`config.mk`:
```
export PLATFORM = sky130hd
export DESIGN_NAME = sdram_arbiter
export DESIGN_NICKNAME = d
export VERILOG_FILES = /design/src/rtl/sdram_arb_pkg.sv /design/src/rtl/sdram_arb_pick.sv /design/src/rtl/sdram_arbiter.sv
export SDC_FILE = /design/constraint.sdc
export NUM_CORES = 1
export LEC_CHECK = 0
export ABC_AREA = 1
export BUFFER_PORTS_ARGS = -buffer_cell sky130_fd_sc_hd__buf_4
export CAP_MARGIN = 20
export CORE_MARGIN = 2
export CORE_UTILIZATION = 26
export DETAILED_ROUTE_END_ITERATION = 10
export MAX_ROUTING_LAYER = met4
export PLACE_DENSITY_LB_ADDON = 0.25
export SLEW_MARGIN = 30
export SYNTH_ARGS = -nofsm -noshare
export SYNTH_HDL_FRONTEND = slang
export SYNTH_SLANG_ARGS = --single-unit
```
`constraint.sdc`:
```
create_clock -name clk -period 1.65 [get_ports clk]
set_input_delay 0.0825 -clock clk [delete_from_list [all_inputs] [get_ports clk]]
set_output_delay 0.0825 -clock clk [all_outputs]
set_load 0.005 [all_outputs]
```
`src/rtl/sdram_arb_pkg.sv`:
```
// Shared definitions for the two-port SDRAM controller arbiter.
package sdram_arb_pkg;

    localparam int unsigned SDRAM_ARB_AW = 16;
    localparam int unsigned SDRAM_ARB_DW = 32;

    typedef enum logic [1:0] {
        ST_IDLE   = 2'd0,
        ST_REQ    = 2'd1,
        ST_RDWAIT = 2'd2
    } arb_state_t;

endpackage

```
`src/rtl/sdram_arb_pick.sv`:
```
// Winner selection between the two requesters.
// Build option: SDRAM_ARB_ROUND_ROBIN_EN (alternate on contention); default is fixed port-0 priority.
module sdram_arb_pick
    import sdram_arb_pkg::*;
(
    input  logic p0_req,
    input  logic p1_req,
    input  logic last,
    output logic win_c
);

`ifdef SDRAM_ARB_ROUND_ROBIN_EN
    // On contention the port that was not served last wins; a lone requester always wins.
    always_comb begin
        win_c = 1'b0;
        if (p0_req && p1_req) begin
            win_c = ~last;
        end else if (p1_req) begin
            win_c = 1'b1;
        end
    end
`else
    logic unused_last;

    assign unused_last = last;
    assign win_c       = ~p0_req & p1_req;
`endif

endmodule

```
`src/rtl/sdram_arbiter.sv`:
```
// Two-port arbiter in front of the SDRAM controller: one transaction outstanding,
// grant held until a write is acked or a read's valid returns. Option: SDRAM_ARB_ROUND_ROBIN_EN.
module sdram_arbiter
    import sdram_arb_pkg::*;
#(
    parameter int unsigned AW = SDRAM_ARB_AW,
    parameter int unsigned DW = SDRAM_ARB_DW
) (
    input  logic          clk,
    input  logic          reset,
    input  logic          p0_req,
    input  logic          p0_we,
    input  logic [AW-1:0] p0_addr,
    input  logic [DW-1:0] p0_din,
    output logic          p0_ack,
    output logic          p0_valid,
    output logic [DW-1:0] p0_q,
    input  logic          p1_req,
    input  logic          p1_we,
    input  logic [AW-1:0] p1_addr,
    input  logic [DW-1:0] p1_din,
    output logic          p1_ack,
    output logic          p1_valid,
    output logic [DW-1:0] p1_q,
    output logic          mem_req,
    output logic          mem_we,
    output logic [AW-1:0] mem_addr,
    output logic [DW-1:0] mem_din,
    input  logic          mem_ack,
    input  logic          mem_valid,
    input  logic [DW-1:0] mem_q,
    output logic          grant,
    output logic          busy
);

    arb_state_t state;
    logic       last;
    logic       win_c;
    logic       ack_c;
    logic       fwd_valid_c;

    sdram_arb_pick u_pick (
        .p0_req (p0_req),
        .p1_req (p1_req),
        .last   (last),
        .win_c  (win_c)
    );

    // Request values are captured on the IDLE->REQ edge and held for the whole transaction.
    always_ff @(posedge clk or posedge reset) begin
        if (reset) begin
            state    <= ST_IDLE;
            mem_req  <= 1'b0;
            mem_we   <= 1'b0;
            mem_addr <= '0;
            mem_din  <= '0;
            grant    <= 1'b0;
            last     <= 1'b1;
        end else begin
            case (state)
                ST_IDLE: begin
                    if (p0_req || p1_req) begin
                        grant    <= win_c;
                        last     <= win_c;
                        mem_req  <= 1'b1;
                        mem_we   <= win_c ? p1_we   : p0_we;
                        mem_addr <= win_c ? p1_addr : p0_addr;
                        mem_din  <= win_c ? p1_din  : p0_din;
                        state    <= ST_REQ;
                    end
                end
                ST_REQ: begin
                    if (mem_ack) begin
                        mem_req <= 1'b0;
                        state   <= (mem_we || mem_valid) ? ST_IDLE : ST_RDWAIT;
                    end
                end
                ST_RDWAIT: begin
                    if (mem_valid) begin
                        state <= ST_IDLE;
                    end
                end
                default: begin
                    state   <= ST_IDLE;
                    mem_req <= 1'b0;
                end
            endcase
        end
    end

    // Valid is forwarded only while a read is owed: in RDWAIT, or coincident with a read's ack.
    assign ack_c       = mem_ack & (state == ST_REQ);
    assign fwd_valid_c = mem_valid & ((state == ST_RDWAIT) | (ack_c & ~mem_we));

    assign p0_ack   = ack_c & ~grant;
    assign p1_ack   = ack_c &  grant;
    assign p0_valid = fwd_valid_c & ~grant;
    assign p1_valid = fwd_valid_c &  grant;
    assign p0_q     = mem_q;
    assign p1_q     = mem_q;
    assign busy     = (state != ST_IDLE);

endmodule

```
==> results.toml <==
[outcome]
outcome = "completed"

[cts]
h-tree-depth = 2
clockBufferDepth = 2
ctsResizeCount = 0
insertion_delay_ps = 280
hold_buffers = 1
cts.clk_slew.worst_paths_ps = 70
postCtsSetupBuffers = 0
cts_tree = "yes"
cts_sinks = 53
numCtsBuffers = 5
root_buffer = "clkbuf_16"

[layout]
syn_to_final_growth_pct = 30.3
diodes = 0
fin_nets = 695
drive_above_1_share_pct = 32.4

[synth]
synth_top_cell_area_share_pct = 40.2
yosysSeqAreaShare_pct = 40.2
syn_inst = 472
synth.most_common_cell = "nand2_1"
synth_mux_area_share_pct = 0
synth-seq-cells = 53
synth-compound-area-share_pct = 0.949
yosysWarnings = 0
synth_edf_count = 0
synth_nets = 608
synthesis.area_um2 = 3300
postSynthAreaPerCell_um2 = 6.98
synth_ff_type = "dfrtp_1"
ys_async_sr_fraction_pct = 100
yosys.area_share.simple_pct = 38.0
synthTopCellsByCount = "nand2_1, buf_4, dfrtp_1"
netlist-cell-type-count = 16
yosysTopAreaCell = "dfrtp_1"
yosys-top-cells-area = "dfrtp_1, nand2_1, buf_4, nand3_1, buf_2"
synth_top_family_by_area = "simple AND/OR/NAND/NOR gates"
synthXorXnorAreaFrac_pct = 0
synthAdderAreaFrac_pct = 0

[grt]
first_global_vias = 2874
grt_overflow = 0
grt_max_degree = 39
antenna_found_initial = 0
grt_pass1_wl_um = 13800
track_usage_pct = 13.3

[detailed_routing]
vias = 3041
drc = 0
wl_per_cell_um = 12.4
drtPass1Iterations = 4
drt_iter0_drc = 116
drt-total-wl_um = 9070
vias_per_cell = 4.16
detail-route-antenna-nets = 0

[sta]
maxSlewViolCount = 0
setup-tns-final_ps = 0
finalCritPeriodShare_pct = 84.4
worstMarginPinSlew_ps = 519
max_freq_ghz = 0.718
rsz0062_at_grt = "false"
finalCriticalPeriod_ps = 1390
hold_viol = 0
max_slew_margin_pct = 65.3
setup_viol = 0
finClkSkew_ps = 2.03

[worst_setup_path]
cp-start-kind = "flip-flop"
crit_fanout = 3
worstSetupEndpointType = "output pin"
worstPathArrival_ps = 1310
critPathRequiredTime_ps = 1570
critical_path_class = "flip-flop to output pin"

[place]
gp_congestion = 0.753
hpwl_um = 6780
portBuffers = 159

[flow_run]
maxCapViolations = 0

[pwr]
p_leak_nw = 2.50
power_density_nw_per_um2 = 1420
irDropWorstVdd_mv = 0.451
total_power_mw = 6.08

[floorplanning]
ioPinCount = 256
coreArea_um2 = 12500
die_area_um2 = 13600
initial_core_util_pct = 26.3
fp.dieH_um = 117
die-width_um = 117
rows = 41

[min_path]
min_path_type = "primary input to flip-flop"
-- cell type report --
type                       count  area [um2]
sequential                    53        1330
clock buffer                   7         143
fill                        1390        8220
inverter                      10        37.5
tap                          172         215
multi-input combinational    319        1280
timing repair buffer         170        1290
-- cell usage in the layout (no fill, tap or decap), types with 3 or more instances in the layout --
cell / instances
clkbuf_16: 5
nor2_1: 7
inv_2: 3
inv_1: 7
dfrtp_1: 53
buf_4: 168
nand3_1: 51
nand2_1: 255
-- worst max-delay path: stages (launching register included) --
cell	delay, ps
dfrtp_1	380
inv_1	60
nor2_1	140
nand2_1	80
nand2_1	80
nand2_1	80
nor2_1	90
buf_4	110
-- stage by stage --
stage | util (%) | instance area [um2] | hold WS, ps | std cells | setup WS (ps)
after floorplan | - | 3300 | 232 | 472 | 281
after global placement | 33.1 | 4140 | 158 | 723 | 404
after detailed placement | 33.1 | 4140 | 165 | 723 | 357
after CTS | 34.3 | 4300 | 33.0 | 731 | 221
after global routing | 34.3 | 4300 | 61.2 | 731 | 142
final | 34.3 | 4300 | 37.0 | 731 | 257
-- final timing paths --
kind	start	to	slack [ps]	cells past startpoint
max	state[0]$_DFFE_PP0P_	p1_valid	260	7
min	mem_valid	state[1]$_DFFE_PP0P_	40	4
max reg2reg	state[0]$_DFFE_PP0P_	mem_we$_DFFE_PP0P_	360	6
min reg2reg	mem_req$_DFFE_PP0P_	mem_req$_DFFE_PP0P_	470	2
max in group asynchronous	reset	mem_din[19]$_DFFE_PP0P_	590	4
min in group asynchronous	reset	mem_din[21]$_DFFE_PP0P_	400	3
-- per-layer routing --
layer | global-route usage (%) | vias up | wire [um]
li1 | - | 1546 | -
met1 | 15.2 | 1359 | 3750
met2 | 23.1 | 110 | 4510
met3 | 2.54 | 26 | 602
met4 | 4.71 | 0 | 209
met5 | - | - | 0
-- registers in the layout, indices dropped and copies added, names as in the netlist --
name	count
mem_we	1
grant	1
state	2
mem_din	32
mem_req	1
mem_addr	16
-- logic make-up (layout without fill, tap and decap cells) --
group | after synthesis | count (layout)
flip-flops | 53 | 53
buffers and inverters | 100 | 187
AND/OR/NAND/NOR | 315 | 315
AO/OA/AOI/OAI | 4 | 4
-- power breakdown --
part / internal (mW) / total, mW / switching, mW
logic: 1.37 / 2.74 / 1.37
clock network: 0.597 / 1.04 / 0.443
registers: 1.92 / 2.30 / 0.381
No activity file was read; power rests on OpenSTA's default activity.
